`config.mk`:
```
export PLATFORM = sky130hd
export DESIGN_NAME = rf_port_driver
export DESIGN_NICKNAME = d
export VERILOG_FILES = /design/src/rtl/rf_port_driver.sv
export SDC_FILE = /design/constraint.sdc
export NUM_CORES = 1
export LEC_CHECK = 0
export BUFFER_PORTS_ARGS = -buffer_cell sky130_fd_sc_hd__buf_2
export CAP_MARGIN = 15
export CORE_MARGIN = 3
export CORE_UTILIZATION = 50
export CTS_CLUSTER_SIZE = 25
export DETAILED_ROUTE_END_ITERATION = 6
export HOLD_SLACK_MARGIN = 0.06
export PLACE_DENSITY = 0.82
export REMOVE_ABC_BUFFERS = 1
export SLEW_MARGIN = 30
export SYNTH_ARGS = -nofsm -noshare
export SYNTH_HDL_FRONTEND = slang
export SYNTH_SLANG_ARGS = --single-unit
```
`constraint.sdc`:
```
create_clock -name in_clk -period 7.63 [get_ports in_clk]
set_input_delay 0 -clock in_clk [delete_from_list [all_inputs] [get_ports in_clk]]
set_output_delay 0 -clock in_clk [all_outputs]
set_load 0.01 [all_outputs]
```
`src/rtl/rf_port_driver.sv`:
```
// rf_port_driver: decouples write and read requests from a 3-port register file.
// Writes are queued and drained through a setup/strobe sequence; reads select,
// sample and hand back both source operands with a valid/ready response.
// Optional feature macro: RF_PORT_DRIVER_BYPASS_EN (forward queued write data
// to reads instead of stalling them on a register hazard).
module rf_port_driver #(
    parameter int unsigned WQ_DEPTH = 4
) (
    input  logic                      in_clk,
    input  logic                      in_rst_n,
    input  logic                      in_wr_valid,
    output logic                      out_wr_ready,
    input  logic [4:0]                in_wr_addr,
    input  logic [31:0]               in_wr_data,
    input  logic                      in_rd_valid,
    output logic                      out_rd_ready,
    input  logic [4:0]                in_rd_addr_a,
    input  logic [4:0]                in_rd_addr_b,
    output logic                      out_rsp_valid,
    input  logic                      in_rsp_ready,
    output logic [31:0]               out_rsp_a,
    output logic [31:0]               out_rsp_b,
    output logic [4:0]                out_SA,
    output logic [4:0]                out_SB,
    output logic [4:0]                out_SC,
    output logic [31:0]               out_PC,
    output logic                      out_RFL,
    input  logic [31:0]               in_PA,
    input  logic [31:0]               in_PB,
    output logic [$clog2(WQ_DEPTH):0] out_wq_count
);

    localparam int unsigned AW = $clog2(WQ_DEPTH);
    localparam int unsigned CW = AW + 1;
    localparam int unsigned RW = 5;
    localparam int unsigned DW = 32;

    typedef enum logic [1:0] {W_IDLE, W_SETUP, W_STROBE} wr_state_t;
    typedef enum logic [1:0] {R_IDLE, R_SELECT, R_RESP} rd_state_t;

    logic [RW-1:0] q_addr [WQ_DEPTH];
    logic [DW-1:0] q_data [WQ_DEPTH];
    logic [AW-1:0] wptr, rptr;
    logic [CW-1:0] count;

    wr_state_t     wr_state, wr_state_d;
    logic [RW-1:0] sc_d;
    logic [DW-1:0] pc_d;
    logic          rfl_d;
    logic          pop;

    rd_state_t     rd_state, rd_state_d;
    logic [RW-1:0] sa_d, sb_d;
    logic [DW-1:0] rsp_a_d, rsp_b_d;
    logic          rsp_valid_d;

    logic          wr_fire, push, rd_fire;
    logic          hit_a, hit_b;
    logic [AW-1:0] idx;

`ifdef RF_PORT_DRIVER_BYPASS_EN
    logic [DW-1:0] byp_a, byp_b;
    logic          sel_hit_a, sel_hit_b, sel_hit_a_d, sel_hit_b_d;
    logic [DW-1:0] sel_byp_a, sel_byp_b, sel_byp_a_d, sel_byp_b_d;
`endif

    assign out_wr_ready = (count < CW'(WQ_DEPTH));
    assign wr_fire      = in_wr_valid && out_wr_ready;
    assign push         = wr_fire && (in_wr_addr != '0);
    assign out_wq_count = count;

`ifdef RF_PORT_DRIVER_BYPASS_EN
    assign out_rd_ready = (rd_state == R_IDLE);
`else
    assign out_rd_ready = (rd_state == R_IDLE) && !hit_a && !hit_b;
`endif
    assign rd_fire = in_rd_valid && out_rd_ready;

    // Queue pointers and occupancy
    always_ff @(posedge in_clk or negedge in_rst_n) begin
        if (!in_rst_n) begin
            wptr  <= '0;
            rptr  <= '0;
            count <= '0;
        end else begin
            if (push) wptr <= wptr + AW'(1);
            if (pop)  rptr <= rptr + AW'(1);
            count <= count + CW'(push) - CW'(pop);
        end
    end

    // Queue storage (contents only meaningful below count)
    always_ff @(posedge in_clk) begin
        if (push) begin
            q_addr[wptr] <= in_wr_addr;
            q_data[wptr] <= in_wr_data;
        end
    end

    // Hazard scan oldest-to-newest so the last match is the newest write
    always_comb begin
        hit_a = 1'b0;
        hit_b = 1'b0;
        idx   = '0;
`ifdef RF_PORT_DRIVER_BYPASS_EN
        byp_a = '0;
        byp_b = '0;
`endif
        for (int unsigned i = 0; i < WQ_DEPTH; i++) begin
            if (CW'(i) < count) begin
                idx = rptr + AW'(i);
                if (q_addr[idx] == in_rd_addr_a) begin
                    hit_a = 1'b1;
`ifdef RF_PORT_DRIVER_BYPASS_EN
                    byp_a = q_data[idx];
`endif
                end
                if (q_addr[idx] == in_rd_addr_b) begin
                    hit_b = 1'b1;
`ifdef RF_PORT_DRIVER_BYPASS_EN
                    byp_b = q_data[idx];
`endif
                end
            end
        end
        if (push && (in_wr_addr == in_rd_addr_a)) begin
            hit_a = 1'b1;
`ifdef RF_PORT_DRIVER_BYPASS_EN
            byp_a = in_wr_data;
`endif
        end
        if (push && (in_wr_addr == in_rd_addr_b)) begin
            hit_b = 1'b1;
`ifdef RF_PORT_DRIVER_BYPASS_EN
            byp_b = in_wr_data;
`endif
        end
        if (in_rd_addr_a == '0) hit_a = 1'b0;
        if (in_rd_addr_b == '0) hit_b = 1'b0;
    end

    // Write FSM state and registered register-file write port
    always_ff @(posedge in_clk or negedge in_rst_n) begin
        if (!in_rst_n) begin
            wr_state <= W_IDLE;
            out_SC   <= '0;
            out_PC   <= '0;
            out_RFL  <= 1'b0;
        end else begin
            wr_state <= wr_state_d;
            out_SC   <= sc_d;
            out_PC   <= pc_d;
            out_RFL  <= rfl_d;
        end
    end

    // Write FSM: load head, strobe it, pop on strobe exit
    always_comb begin
        wr_state_d = wr_state;
        sc_d       = out_SC;
        pc_d       = out_PC;
        rfl_d      = 1'b0;
        pop        = 1'b0;
        unique case (wr_state)
            W_IDLE: begin
                if (count != '0) begin
                    wr_state_d = W_SETUP;
                    sc_d       = q_addr[rptr];
                    pc_d       = q_data[rptr];
                end
            end
            W_SETUP: begin
                wr_state_d = W_STROBE;
                rfl_d      = 1'b1;
            end
            W_STROBE: begin
                wr_state_d = W_IDLE;
                pop        = 1'b1;
            end
            default: wr_state_d = W_IDLE;
        endcase
    end

    // Read FSM state and registered response/select outputs
    always_ff @(posedge in_clk or negedge in_rst_n) begin
        if (!in_rst_n) begin
            rd_state      <= R_IDLE;
            out_SA        <= '0;
            out_SB        <= '0;
            out_rsp_a     <= '0;
            out_rsp_b     <= '0;
            out_rsp_valid <= 1'b0;
`ifdef RF_PORT_DRIVER_BYPASS_EN
            sel_hit_a     <= 1'b0;
            sel_hit_b     <= 1'b0;
            sel_byp_a     <= '0;
            sel_byp_b     <= '0;
`endif
        end else begin
            rd_state      <= rd_state_d;
            out_SA        <= sa_d;
            out_SB        <= sb_d;
            out_rsp_a     <= rsp_a_d;
            out_rsp_b     <= rsp_b_d;
            out_rsp_valid <= rsp_valid_d;
`ifdef RF_PORT_DRIVER_BYPASS_EN
            sel_hit_a     <= sel_hit_a_d;
            sel_hit_b     <= sel_hit_b_d;
            sel_byp_a     <= sel_byp_a_d;
            sel_byp_b     <= sel_byp_b_d;
`endif
        end
    end

    // Read FSM: select sources, sample register file, hold until taken
    always_comb begin
        rd_state_d  = rd_state;
        sa_d        = out_SA;
        sb_d        = out_SB;
        rsp_a_d     = out_rsp_a;
        rsp_b_d     = out_rsp_b;
        rsp_valid_d = out_rsp_valid;
`ifdef RF_PORT_DRIVER_BYPASS_EN
        sel_hit_a_d = sel_hit_a;
        sel_hit_b_d = sel_hit_b;
        sel_byp_a_d = sel_byp_a;
        sel_byp_b_d = sel_byp_b;
`endif
        unique case (rd_state)
            R_IDLE: begin
                if (rd_fire) begin
                    rd_state_d  = R_SELECT;
                    sa_d        = in_rd_addr_a;
                    sb_d        = in_rd_addr_b;
`ifdef RF_PORT_DRIVER_BYPASS_EN
                    sel_hit_a_d = hit_a;
                    sel_hit_b_d = hit_b;
                    sel_byp_a_d = byp_a;
                    sel_byp_b_d = byp_b;
`endif
                end
            end
            R_SELECT: begin
                rd_state_d  = R_RESP;
                rsp_valid_d = 1'b1;
`ifdef RF_PORT_DRIVER_BYPASS_EN
                rsp_a_d = sel_hit_a ? sel_byp_a : in_PA;
                rsp_b_d = sel_hit_b ? sel_byp_b : in_PB;
`else
                rsp_a_d = in_PA;
                rsp_b_d = in_PB;
`endif
                if (out_SA == '0) rsp_a_d = '0;
                if (out_SB == '0) rsp_b_d = '0;
            end
            R_RESP: begin
                if (in_rsp_ready) begin
                    rd_state_d  = R_IDLE;
                    rsp_valid_d = 1'b0;
                end
            end
            default: rd_state_d = R_IDLE;
        endcase
    end

endmodule

```
After elaboration in Yosys (flattened, before gate mapping)
Memories as Yosys holds them, arrays and structs flattened. A register that Yosys moved wholly into a read port is not among the register bits.
Cells that the tools add are included.
{"block": "totals", "inputBits": 116, "ff_bits": 92, "ram_bits": 148, "word_cells": 98, "mem_count": 2, "out_inout_bits": 118}
{"block": "classes", "n_reduce_logical": 23, "magnitude_cmp": 5, "eq_ne": 17, "n_addsub": 6, "mux": 33}
{"memory": "q_data", "depth": 4, "width": 32, "rd": 1, "rd_clocked_by_memory_dff": 1, "wr": 1, "line": "42", "source": "logic [DW-1:0] q_data [WQ_DEPTH];"}
{"memory": "q_addr", "depth": 4, "width": 5, "rd": 4, "rd_clocked_by_memory_dff": 0, "wr": 1, "line": "41", "source": "logic [RW-1:0] q_addr [WQ_DEPTH];"}
{"operator": "$mux 32", "n": 2}
{"operator": "$eq 5x5->1", "n": 10}
{"operator": "$mux 1", "n": 25}
{"operator": "$logic_not 5->1", "n": 4}
{"operator": "$reduce_and 2->1", "n": 4}
{"operator": "$logic_and 1x1->1", "n": 7}
{"operator": "$lt 1x3->1 const A", "n": 2}
{"operator": "$lt 2x3->1 const A", "n": 2}
{"operator": "$mux 2", "n": 3}
{"operator": "$ne 2x2->1 const B", "n": 3}
{"operator": "$pmux 2 s3", "n": 1}
{"operator": "$reduce_bool 5->1", "n": 1}
{"operator": "$add 2x1->2 const B", "n": 2}
{"operator": "$add 2x2->2 const B", "n": 2}
{"operator": "$eq 2x1->1 const B", "n": 2}
{"operator": "$eq 2x2->1 const B", "n": 2}
{"operator": "$logic_not 2->1", "n": 2}
{"operator": "$pmux 2 s2", "n": 1}
{"operator": "$add 3x1->3", "n": 1}
{"operator": "$logic_not 1->1", "n": 3}
{"operator": "$lt 3x3->1 const B", "n": 1}
{"operator": "$reduce_bool 3->1", "n": 1}
{"operator": "$sub 3x1->3", "n": 1}
{"operator": "$pmux 1 s2", "n": 1}
{"operator": "$reduce_bool 2->1", "n": 1}

Longest topological paths before layout
Gate-level depths: netlist of the first run.
An unclocked memory read counts as a cell.
{"block": "depth", "depth_word": 18, "depth_mapped": 11, "mapped_depth_nobuf": 9}

Least setup slack after synthesis of the first run
No wires, ideal clock.
{"block": "synth_timing", "path_kind": "flip-flop to flip-flop", "from": "register rptr[0]", "to": "register out_SA[0]", "path_slack_ps": 5035, "path_buffers": 3, "setup_ps": 125, "stages_incl_launch_ff": 12, "period_less_slack_ps": 2595, "t_arrival_ps": 2469, "required_ps": 7505, "path_cell_list": "dfrtp_1 > buf_6 > buf_6 > mux4_2 > xnor2_1 > nand4_1 > o31ai_2 > nor4_2 > a21oi_1 > nand3b_4 > buf_6 > mux2_4"}
{"block": "synth_via", "elab_chain_len": 17, "word_cells_on_any_way": 38, "classes_between": "3 x add/sub; 8 x eq/ne; 20 x mux; 6 x reduce/logical; 1 x memory"}
{"element": "from (decl)", "line": "43", "source": "logic [AW-1:0] wptr, rptr;"}
{"element": "from (signal assigned)", "line": "87", "source": "if (pop) rptr <= rptr + AW'(1);"}
{"element": "$mem_v2 4x5 *"}
{"element": "$eq 5x5->1", "line": "112", "source": "if (q_addr[idx] == in_rd_addr_a) begin"}
{"element": "$mux 1", "line": "112"}
{"element": "$mux 1", "line": "110", "source": "if (CW'(i) < count) begin"}
{"element": "$mux 1", "line": "112"}
{"element": "$mux 1", "line": "110"}
{"element": "$mux 1", "line": "112"}
{"element": "$mux 1", "line": "110"}
{"element": "$mux 1", "line": "112"}
{"element": "$mux 1", "line": "110"}
{"element": "$mux 1", "line": "126", "source": "if (push && (in_wr_addr == in_rd_addr_a)) begin"}
{"element": "$mux 1", "line": "138", "source": "if (in_rd_addr_a == '0) hit_a = 1'b0;"}
{"element": "$logic_not 1->1", "line": "75", "source": "assign out_rd_ready = (rd_state == R_IDLE) && !hit_a && !hit_b;"}
{"element": "$logic_and 1x1->1", "line": "75"}
{"element": "$logic_and 1x1->1 *", "line": "75"}
{"element": "$logic_and 1x1->1 *", "line": "77", "source": "assign rd_fire = in_rd_valid && out_rd_ready;"}
{"element": "$reduce_and 2->1 (no source line) *"}
{"element": "to (signal assigned)", "line": "188", "source": "out_SA <= '0;"}
{"element": "to (signal assigned)", "line": "201", "source": "out_SA <= sa_d;"}
{"element": "to (decl)", "line": "23", "source": "output logic [4:0] out_SA,"}
Every way passes the cells marked *; elsewhere a longest branch is shown, timed or not.
A chain may end at the register's enable or synchronous reset.

Worst setup path in the final report of the first run
{"block": "layout_timing", "from": "register rptr[1]", "to": "register out_SB[1]"}
{"block": "layout_via", "elab_chain_len": 17, "word_cells_on_any_way": 38, "classes_between": "3 x add/sub; 8 x eq/ne; 20 x mux; 6 x reduce/logical; 1 x memory"}
{"element": "$mem_v2 4x5 *"}
{"element": "$eq 5x5->1", "line": "112"}
{"element": "$mux 1", "line": "112"}
{"element": "$mux 1", "line": "110"}
{"element": "$mux 1", "line": "112"}
{"element": "$mux 1", "line": "110"}
{"element": "$mux 1", "line": "112"}
{"element": "$mux 1", "line": "110"}
{"element": "$mux 1", "line": "112"}
{"element": "$mux 1", "line": "110"}
{"element": "$mux 1", "line": "126"}
{"element": "$mux 1", "line": "138"}
{"element": "$logic_not 1->1", "line": "75"}
{"element": "$logic_and 1x1->1", "line": "75"}
{"element": "$logic_and 1x1->1 *", "line": "75"}
{"element": "$logic_and 1x1->1 *", "line": "77"}
{"element": "$reduce_and 2->1 (no source line) *"}
{"element": "to (signal assigned)", "line": "189", "source": "out_SB <= '0;"}
{"element": "to (signal assigned)", "line": "202", "source": "out_SB <= sb_d;"}
{"element": "to (decl)", "line": "24", "source": "output logic [4:0] out_SB,"}
Marks and branches as above.

==> impl_metrics.yaml, run 1 <==
timing:
  final-hold-violation-count: 0
  setup_viol: 0
  fin_setup_tns_ns: 0
  fin_crit_sh: 0.451
  slew_headroom: 0.491
  tightest_slew_ns: 0.764
  grt_setup_unrepaired: "no"
  finalCriticalPeriod_ns: 3.44
  maxSlewViolCount: 0
  fin_skew_ns: 0.0120
  timing.fmax_mhz: 291
  hold_slack_ns: 0.198
worst_setup_path:
  rrSetupSlack_ns: 4.19
  crit_path_end_kind: "flop"
  reg2reg_from: "rptr[1]"
  critPathKind: "reg2reg"
  crit_path_max_fanout: 46
  r2r_cells: 10
  crit-reg2reg-capture: "out_SB[1]"
  worstPathCellList: "buf_16 -> mux2i_1 -> xnor2_1 -> nor4_1 -> a22o_1 -> a311oi_1 -> a31o_2 -> nand3b_4 -> o2bb2ai_1 -> dlygate4sd3_1"
  cp_slowest_cell: "dfrtp_4"
  max_stage_delay_ns: 0.64
  cp-start-kind: "flop"
  critPathLaunch: "rptr[1]"
  cp.required_ns: 8.06
  cp.arrival_ns: 3.87
  setup.worst_path.end: "out_SB[1]"
detailed_routing:
  wl_per_cell_um: 23.1
  routed_via_density: 5.73
  drtIter0Drc: 612
  vias: 7483
  dr.pass1.iters: 7
  ant_nets: 0
  routed_wl_mm: 30.2
  drc: 0
pwr:
  vdd_ir_drop_max_mv: 0.275
  total_leakage_power_nw: 6.17
  total_power_w: 0.00601
  power.density_mw_per_mm2: 402
logic_synthesis:
  synth_cell_types: 47
  synth-seq-cells: 272
  ys_warn_count: 0
  synth_area_leaders: "edfxtp_1, dfrtp_1, mux4_2"
  synthCells: 653
  synth_top_area_frac: 0.395
  yosys.area.top_type: "edfxtp_1"
  synth_edf_count: 148
  avgSynthCellArea_sq_um: 17.2
  synth.most_common_cell: "edfxtp_1"
  seq_area_frac_synth: 0.671
  synthArstFlopShare: 0.456
  ys_top_cells_by_count: "edfxtp_1, dfrtp_1, a22o_1"
  synth_ff_type: "edfxtp_1"
  syn-cell-area_sq_mm: 0.0112
cells_and_area:
  drive_gt1_frac: 0.380
  fin_nets: 1128
  synthToLayoutAreaGrowth_pct: 32.8
placed_design:
  gp_congestion: 0.909
  numPortBuffers: 233
  hpwl_mm: 17.4
global_route:
  grt_max_degree: 67
  grt_pass1_wl_mm: 45.7
  track_usage: 0.243
  grt_pass1_vias: 7743
  antenna_found_initial: 3
  gr-total-overflow: 0
flow_run:
  max_cap_violations: 0
clocking:
  clk_latency_ns: 0.55
  cts_tree: "done"
  htreeDepth: 1
  path_clk_slew_ns: 0.06
  cts_root_buffer: "clkbuf_16"
  clock_path_buffers: 3
  clkSinkCount: 272
  post_cts_resized: 0
  numCtsBuffers: 28
floorplanning:
  coreArea_sq_mm: 0.0220
  die-area_sq_mm: 0.0243
  die_w_um: 156
  initial_core_util: 0.512
  chipHeight_um: 156
  row_count: 54
  num_io_pins: 234
min_path:
  holdCritPathClass: "in2reg"
status:
  run_status: "complete, no violations"
-- per-layer routing --
metal	wire [um]	track usage
met5	0	0
met4	1100	0.0782
met3	2410	0.0519
met2	15100	0.415
met1	11600	0.313
-- registers in the layout, indices dropped and copies added (netlist names) --
name           count
q_addr            20
out_wq_count       3
out_rsp_a         32
out_SB             5
out_rsp_valid      1
rd_state           2
out_rsp_b         32
out_SA             5
out_SC             5
rptr               2
wr_state           2
wptr               2
out_PC            32
q_data           128
out_RFL            1
-- cell type report --
type	count	area, sq um
Antenna cell	3	7.51
Clock buffer	38	810
Clock inverter	11	163
Fill cell	1360	7020
Inverter	18	67.6
Multi-Input combinational cell	323	3460
Sequential cell	272	7550
Tap cell	280	350
Timing Repair Buffer	360	2520
-- timing repair --
item	in CTS	in global routing
endpoints found under the hold margin	303	0
buffers inserted	0	0
hold buffers	118	0
-- layout by cell type (no fill, tap or decap), types with 9 or more instances in the layout --
master,count
a22o_1,65
buf_2,232
clkbuf_16,29
dfrtp_1,122
dlygate4sd3_1,117
edfxtp_1,148
inv_1,17
mux2_2,34
mux2i_1,19
mux4_2,46
nand2_1,19
nor3_1,13
xnor2_1,49
xor2_1,9
-- cells by family (layout without fill, tap and decap cells) --
logic type / count (synthesis) / in the layout / synth area share
other cells: 0 / 3 / 0
fa+ha+maj: 9 / 9 / 0.0107
mux: 105 / 105 / 0.153
xor+xnor: 58 / 58 / 0.0452
compound gates: 89 / 89 / 0.0665
flops: 272 / 272 / 0.671
buf+inv: 58 / 427 / 0.0230
simple gates: 62 / 62 / 0.0307
-- critical path, delay by kind of cell, from the launching register on --
family          cells  cell delay (ns)
buf+inv             2             0.87
compound gates      4             0.93
simple gates        2             0.26
mux                 1             0.40
flops               1             0.64
xor+xnor            1             0.21
-- metrics by stage --
| stage | std cells | worst slack (ns) | area [sq um] | util |
|---|---|---|---|---|
| after floorplan | 613 | 3.35 | 11100 | - |
| after global placement | 1130 | 4.21 | 12600 | 0.575 |
| after detailed placement | 1134 | 4.36 | 12700 | 0.580 |
| after CTS | 1301 | 4.02 | 14900 | 0.679 |
| after global routing | 1305 | 4.01 | 14900 | 0.680 |
| final | 1305 | 4.19 | 14900 | 0.680 |
-- worst min path at each step --
stage                     to  cells past startpoint            from
3_5_place_dp   out_rsp_b[29]                      1        in_rst_n
2_1_floorplan      out_PC[0]                      0        in_rst_n
5_1_grt         q_data[3][9]                      2   in_wr_data[9]
3_3_place_gp   out_rsp_b[29]                      1        in_rst_n
4_1_cts        q_data[3][24]                      2  in_wr_data[24]
6_report        q_data[3][9]                      2   in_wr_data[9]
-- report_power, final --
part / internal, W / switching [W] / leakage, nW
Clock: 0.000847 / 0.000567 / 0.475
Sequential: 0.00201 / 0.000315 / 2.86
Combinational: 0.00113 / 0.00114 / 2.84
Total: 0.00398 / 0.00203 / 6.17
(Power assumes the default switching activity.)
==> inputs of run 2 (changes only) <==
--- a/config.mk
+++ b/config.mk
@@ -5,6 +5,7 @@
 export SDC_FILE = /design/constraint.sdc
 export NUM_CORES = 1
 export LEC_CHECK = 0
+export ABC_AREA = 1
 export BUFFER_PORTS_ARGS = -buffer_cell sky130_fd_sc_hd__buf_2
 export CAP_MARGIN = 15
 export CORE_MARGIN = 3
@@ -12,7 +13,7 @@
 export CTS_CLUSTER_SIZE = 25
 export DETAILED_ROUTE_END_ITERATION = 6
 export HOLD_SLACK_MARGIN = 0.06
-export PLACE_DENSITY = 0.82
+export PLACE_DENSITY = 0.84
 export REMOVE_ABC_BUFFERS = 1
 export SLEW_MARGIN = 30
 export SYNTH_ARGS = -nofsm -noshare
==> constraint.sdc (replaced) <==
create_clock -name in_clk -period 2.9 [get_ports in_clk]
set_input_delay 0 -clock in_clk [delete_from_list [all_inputs] [get_ports in_clk]]
set_output_delay 0 -clock in_clk [all_outputs]
set_load 0.01 [all_outputs]
==> run 2 against run 1 <==
The flow now finishes with violations (DRC). Clock skew up 0.041 ns. Combinational power rose to 3.1 times the previous value. Sequential power rose to 2.5 times the previous value. Flip-flop and latch count unchanged. Worst hold slack worse by 0.082 ns. Via count up 39%. Synthesized area up 4.6%. Global-route usage up 2.7 points. Critical path depth up 5. Critical path type is now reg2out. Largest power group is now combinational cells.
==> impl_metrics.yaml, run 2 <==
status:
  run_status: "complete, but fails checks"
  violations: "DRC"
cells_and_area:
  num-fill-cells: 1653
  largest_register: "q_data"
  synthToLayoutAreaGrowth_pct: 31.4
  drive_gt1_frac: 0.208
  layout_commonest_cell: "nand2_1"
  largest_reg_flops: 128
  fin_nets: 1704
  final_cell_mix: "nand2_1, buf_2, edfxtp_1"
  n_antenna_cell: 0
  final_cell_count_no_fill: 1914
worst_setup_path:
  cp.required_ns: 2.90
  cp_num_cells: 15
  critPathLaunch: "rptr[0]"
  worstPathCellList: "buf_12 -> nand2_2 -> nand2_2 -> nand2_1 -> nand3_1 -> nand2_1 -> nor2_1 -> nand3_1 -> nand2_1 -> inv_1 -> nand2_1 -> a21oi_4 -> nand2_1 -> inv_1 -> buf_2"
  crit_path_max_fanout: 30
  setup.worst_path.end: "out_rd_ready"
  crit-reg2reg-capture: "out_SA[1]"
  r2r_cells: 15
  cp-start-kind: "flop"
  crit_buf_inv: 4
  cp_slowest_cell: "dfrtp_2"
  crit_path_end_kind: "primary output"
  cp.arrival_ns: 2.75
  reg2reg_from: "rptr[0]"
  rrSetupSlack_ns: 0.37
  path_delay_family: "simple AND/OR/NAND/NOR gates"
  critPathKind: "reg2out"
  max_stage_delay_ns: 0.47
  crit_top_cell: "nand2_1"
clocking:
  cts_root_buffer: "clkbuf_16"
  path_clk_slew_ns: 0.06
  cts_tree: "done"
  htreeDepth: 1
  numCtsBuffers: 28
  clkSinkCount: 272
  clk_latency_ns: 0.57
  clock_path_buffers: 3
min_path:
  holdCritPathClass: "in2async"
detailed_routing:
  routed_wl_mm: 35.7
  dr.pass1.iters: 7
  wl_per_cell_um: 18.7
  drtIter0Drc: 1108
  vias: 10400
  drc: 3
  routed_via_density: 5.43
  ant_nets: 0
floorplanning:
  die_w_um: 159
  num_io_pins: 234
  initial_core_util: 0.514
  row_count: 55
  chipHeight_um: 159
  die-area_sq_mm: 0.0254
  coreArea_sq_mm: 0.0229
timing:
  tightest_slew_ns: 0.863
  setup_viol: 0
  slew_headroom: 0.425
  fin_crit_sh: 0.948
  fin_skew_ns: 0.0530
  timing.fmax_mhz: 364
  finalCriticalPeriod_ns: 2.75
  final-hold-violation-count: 0
  fin_setup_tns_ns: 0
  maxSlewViolCount: 0
global_route:
  grt_max_degree: 93
  antenna_found_initial: 0
  grt_pass1_wl_mm: 55.5
  track_usage: 0.270
  gr-total-overflow: 0
  grt_pass1_vias: 10300
pwr:
  clkPwrFrac: 0.219
  total_leakage_power_nw: 7.38
  combPwrFrac: 0.427
  vdd_ir_drop_max_mv: 0.648
  power.density_mw_per_mm2: 1070
  switching_power_w: 0.00684
  pwr-share-seq: 0.354
  switching_share: 0.413
  internal_power_w: 0.00971
logic_synthesis:
  seq_area_frac_synth: 0.641
  yosys.area.top_type: "edfxtp_1"
  synthArstFlopShare: 0.456
  synthCells: 1232
  avgSynthCellArea_sq_um: 9.55
  ys_top_cells_by_count: "nand2_1, edfxtp_1, nand3_1"
  ys_warn_count: 0
  synth-seq-cells: 272
  synth_ff_type: "edfxtp_1"
  syn-cell-area_sq_mm: 0.0118
  synth_area_leaders: "edfxtp_1, dfrtp_1, nand2_1"
  synth_cell_types: 28
  synth_edf_count: 148
  synth_top_area_frac: 0.378
  synth.most_common_cell: "nand2_1"
placed_design:
  dp.cells: 1737
  gp_congestion: 1.03
  numPortBuffers: 233
  hpwl_mm: 21.2
flow_run:
  max_cap_violations: 0
-- run 2: changes by cell type in the layout (fill, tap and decap cells not counted), moves of 32 or more --
cell     change
nand2_1    +524
inv_1       +40
nand3_1    +137
nand4_1     +39
mux2_2      -34
mux4_2      -46
xnor2_1     -45
nor2_1      +32
a22o_1      -65
-- run 2: cell families after synthesis --
logic type               Yosys count  share of synthesized area
AO/OA/AOI/OAI                     25                     0.0111
XOR/XNOR                          16                     0.0119
adder cells (fa/ha/maj)            9                     0.0102
buffers and inverters            122                     0.0459
flip-flops                       272                      0.641
AND/OR/NAND/NOR                  788                      0.280
-- run 2: power groups by stage --
stage | Sequential [W] | Combinational (W) | Clock (W)
6_report | 0.00586 | 0.00706 | 0.00362
3_3_place_gp | 0.00580 | 0.00630 | 0
5_1_grt | 0.00597 | 0.00776 | 0.00384
3_5_place_dp | 0.00583 | 0.00646 | 0
2_1_floorplan | 0.00622 | 0.00348 | 0
4_1_cts | 0.00578 | 0.00666 | 0.00367
-- run 2: worst min path at each step --
stage | endpoint | slack (ns)
CTS | wptr[0] | 0.12
floorplan | out_PC[0] | -0.30
finish | wptr[0] | 0.12
global placement | out_rsp_a[1] | 0.13
global route | out_PC[23] | 0.17
detailed placement | out_rsp_a[1] | 0.13
-- run 2: final cells by class --
type | instances | area (sq um) | area share
Clock inverter | 11 | 140 | 0.00906
Tap cell | 313 | 392 | 0.0253
Inverter | 61 | 238 | 0.0154
Clock buffer | 41 | 810 | 0.0524
Timing Repair inverter | 1 | 5.00 | 0.000324
Multi-Input combinational cell | 841 | 3790 | 0.245
Timing Repair Buffer | 374 | 2540 | 0.164
Sequential cell | 272 | 7550 | 0.488
-- run 2: per-layer routing --
metal	track usage	part of all wire	vias to the layer above
met2	0.464	0.49	617
met1	0.329	0.38	4911
met3	0.0562	0.085	131
met4	0.125	0.050	0
met5	0	0	-
li1	-	-	4739
-- run 2: per-stage QoR --
stage / util / area, sq um / total power, W / hold slack, ns / worst slack (ns)
detailed placement: 0.578 / 13200 / 0.0123 / 0.135 / 0.317
global route: 0.675 / 15500 / 0.0176 / 0.166 / -0.0406
finish: 0.675 / 15500 / 0.0165 / 0.116 / 0.150
global placement: 0.578 / 13200 / 0.0121 / 0.134 / 0.445
CTS: 0.670 / 15400 / 0.0161 / 0.117 / 0.00270
floorplan: - / 11500 / 0.00970 / -0.296 / -1.43
-- run 2: repair_timing --
item,CTS,global route
gates cloned,0,4
setup buffers,0,7
gates resized for setup,5,11
endpoints found under the hold margin,315,0
endpoints found under the setup margin,1,1
pin swaps,0,3
hold buffers,114,0
==> inputs of run 3 (changes only) <==
--- a/config.mk
+++ b/config.mk
@@ -6,14 +6,14 @@
 export NUM_CORES = 1
 export LEC_CHECK = 0
 export ABC_AREA = 1
-export BUFFER_PORTS_ARGS = -buffer_cell sky130_fd_sc_hd__buf_2
 export CAP_MARGIN = 15
 export CORE_MARGIN = 3
 export CORE_UTILIZATION = 50
 export CTS_CLUSTER_SIZE = 25
 export DETAILED_ROUTE_END_ITERATION = 6
+export DONT_BUFFER_PORTS = 1
 export HOLD_SLACK_MARGIN = 0.06
-export PLACE_DENSITY = 0.84
+export PLACE_DENSITY = 0.76
 export REMOVE_ABC_BUFFERS = 1
 export SLEW_MARGIN = 30
 export SYNTH_ARGS = -nofsm -noshare
==> run 3 against run 2 <==
The flow now finishes without violations. Sequential power rose by 9.0%. Critical path type unchanged. Total power shrank 6.5%. Largest power group is now registers. Non-clock buffer count is 230 lower. Flip-flop and latch count unchanged. Via count is 11% lower.
==> impl_metrics.yaml, run 3 (same netlist as run 2, synthesis figures left out) <==
floorplanning:
  die_w_um: 159
  row_count: 55
  num_io_pins: 234
  die-area_sq_mm: 0.0254
  chipHeight_um: 159
  coreArea_sq_mm: 0.0229
  initial_core_util: 0.514
detailed_routing:
  drtIter0Drc: 968
  routed_wl_mm: 32.1
  vias: 9255
  wl_per_cell_um: 19.1
  drc: 0
  routed_via_density: 5.51
  ant_nets: 0
  dr.pass1.iters: 6
pwr:
  internal_power_w: 0.00910
  vdd_ir_drop_max_mv: 0.684
  pwr-share-seq: 0.413
  total_leakage_power_nw: 6.39
  total_power_w: 0.0155
  combPwrFrac: 0.355
  switching_power_w: 0.00638
  power.density_mw_per_mm2: 1080
  clkPwrFrac: 0.232
  switching_share: 0.412
timing:
  timing.fmax_mhz: 366
  fin_crit_sh: 0.943
  fin_setup_tns_ns: 0
  slew_headroom: 0.529
  maxSlewViolCount: 0
  setup_ws_ns: 0.166
  tightest_slew_ns: 0.705
  setup_viol: 0
  final-hold-violation-count: 0
  grt_setup_unrepaired: "no"
  fin_skew_ns: 0.00904
  finalCriticalPeriod_ns: 2.73
cells_and_area:
  layout_commonest_cell: "nand2_1"
  register_area_sq_mm: 0.00755
  largest_register: "q_data"
  num-fill-cells: 1742
  final_cell_mix: "nand2_1, edfxtp_1, nand3_1"
  multi_input_area_sq_mm: 0.00375
  fin_nets: 1470
  largest_reg_flops: 128
  drive_gt1_frac: 0.0703
  synthToLayoutAreaGrowth_pct: 21.3
worst_setup_path:
  crit_path_end_kind: "primary output"
  critPathKind: "reg2out"
  cp.required_ns: 2.90
  cp.arrival_ns: 2.73
  crit_path_max_fanout: 6
  cp-start-kind: "flop"
clocking:
  path_clk_slew_ns: 0.06
  cts_root_buffer: "clkbuf_16"
  htreeDepth: 1
  cts_tree: "done"
  clkSinkCount: 272
  clock_path_buffers: 3
  numCtsBuffers: 28
  clk_latency_ns: 0.54
min_path:
  holdCritPathClass: "in2async"
global_route:
  antenna_found_initial: 1
  grt_pass1_wl_mm: 50.0
  track_usage: 0.245
  grt_max_degree: 125
  gr-total-overflow: 0
  grt_pass1_vias: 9151
status:
  run_status: "complete, no violations"
flow_run:
  max_cap_violations: 0
placed_design:
  pre_cts_slack_ns: 0.315
  hpwl_mm: 19.9
  numPortBuffers: 0
  gp_congestion: 0.975
run 3: metrics by stage:
stage / instance area, sq um / utilization / std cells / hold WS (ns)
2_1_floorplan: 11500 / - / 1171 / -0.296
3_3_place_gp: 12100 / 0.527 / 1505 / -0.293
3_5_place_dp: 12100 / 0.527 / 1505 / -0.293
4_1_cts: 14200 / 0.619 / 1672 / 0.116
5_1_grt: 14300 / 0.623 / 1680 / 0.127
6_report: 14300 / 0.623 / 1680 / 0.0927
run 3: path summary, 6_finish.rpt:
check | start | end | cells past startpoint | slack [ns]
max | out_wq_count[2] | out_rd_ready | 10 | 0.17
min | in_rst_n | out_rsp_a[15] | 2 | 0.09
max reg2reg | out_wq_count[2] | out_SB[2] | 11 | 0.41
min reg2reg | wr_state[1] | wr_state[1] | 1 | 0.45
max in group asynchronous | in_rst_n | out_rsp_a[11] | 2 | 2.31
min in group in_clk | in_PB[28] | out_rsp_b[28] | 3 | 0.14
run 3: layout make-up:
cell class,count,share of cell area
diodes,1,0.000175
repair buffers,144,0.0987
inverters,61,0.0163
well taps,313,0.0274
clock buffers,34,0.0521
clock inverters,17,0.0137
multi-input cells,838,0.263
flip-flops and latches,272,0.529
run 3: repair_timing:
action	in CTS	in global routing
gates resized for setup	1	5
setup buffers	0	7
setup endpoints to repair	1	11
hold buffers	116	0
pin swaps	0	1
hold endpoints to repair	351	0
run 3: per-layer routing:
metal,track usage,share of wire,wire length [um],up-vias
li1,-,-,-,4276
met1,0.312,0.40,12700,4368
met2,0.400,0.46,14900,513
met3,0.0562,0.092,2950,98
met4,0.113,0.047,1520,0
met5,0,0,0,-
run 3: critical path, cell delays in order, from the launching register on:
cell,delay [ns]
dfrtp_1,0.49
inv_1,0.25
nand3_1,0.29
inv_1,0.19
nand4_1,0.16
nand2_1,0.09
nor2_1,0.09
nand2_1,0.12
a21oi_4,0.24
nand2_1,0.12
inv_1,0.14
run 3: power groups by stage:
stage	sequential (W)	combinational (W)	clock, W
finish	0.00639	0.00549	0.00359
detailed placement	0.00641	0.00500	0
floorplan	0.00622	0.00348	0
CTS	0.00635	0.00525	0.00367
global placement	0.00639	0.00490	0
global route	0.00649	0.00622	0.00381
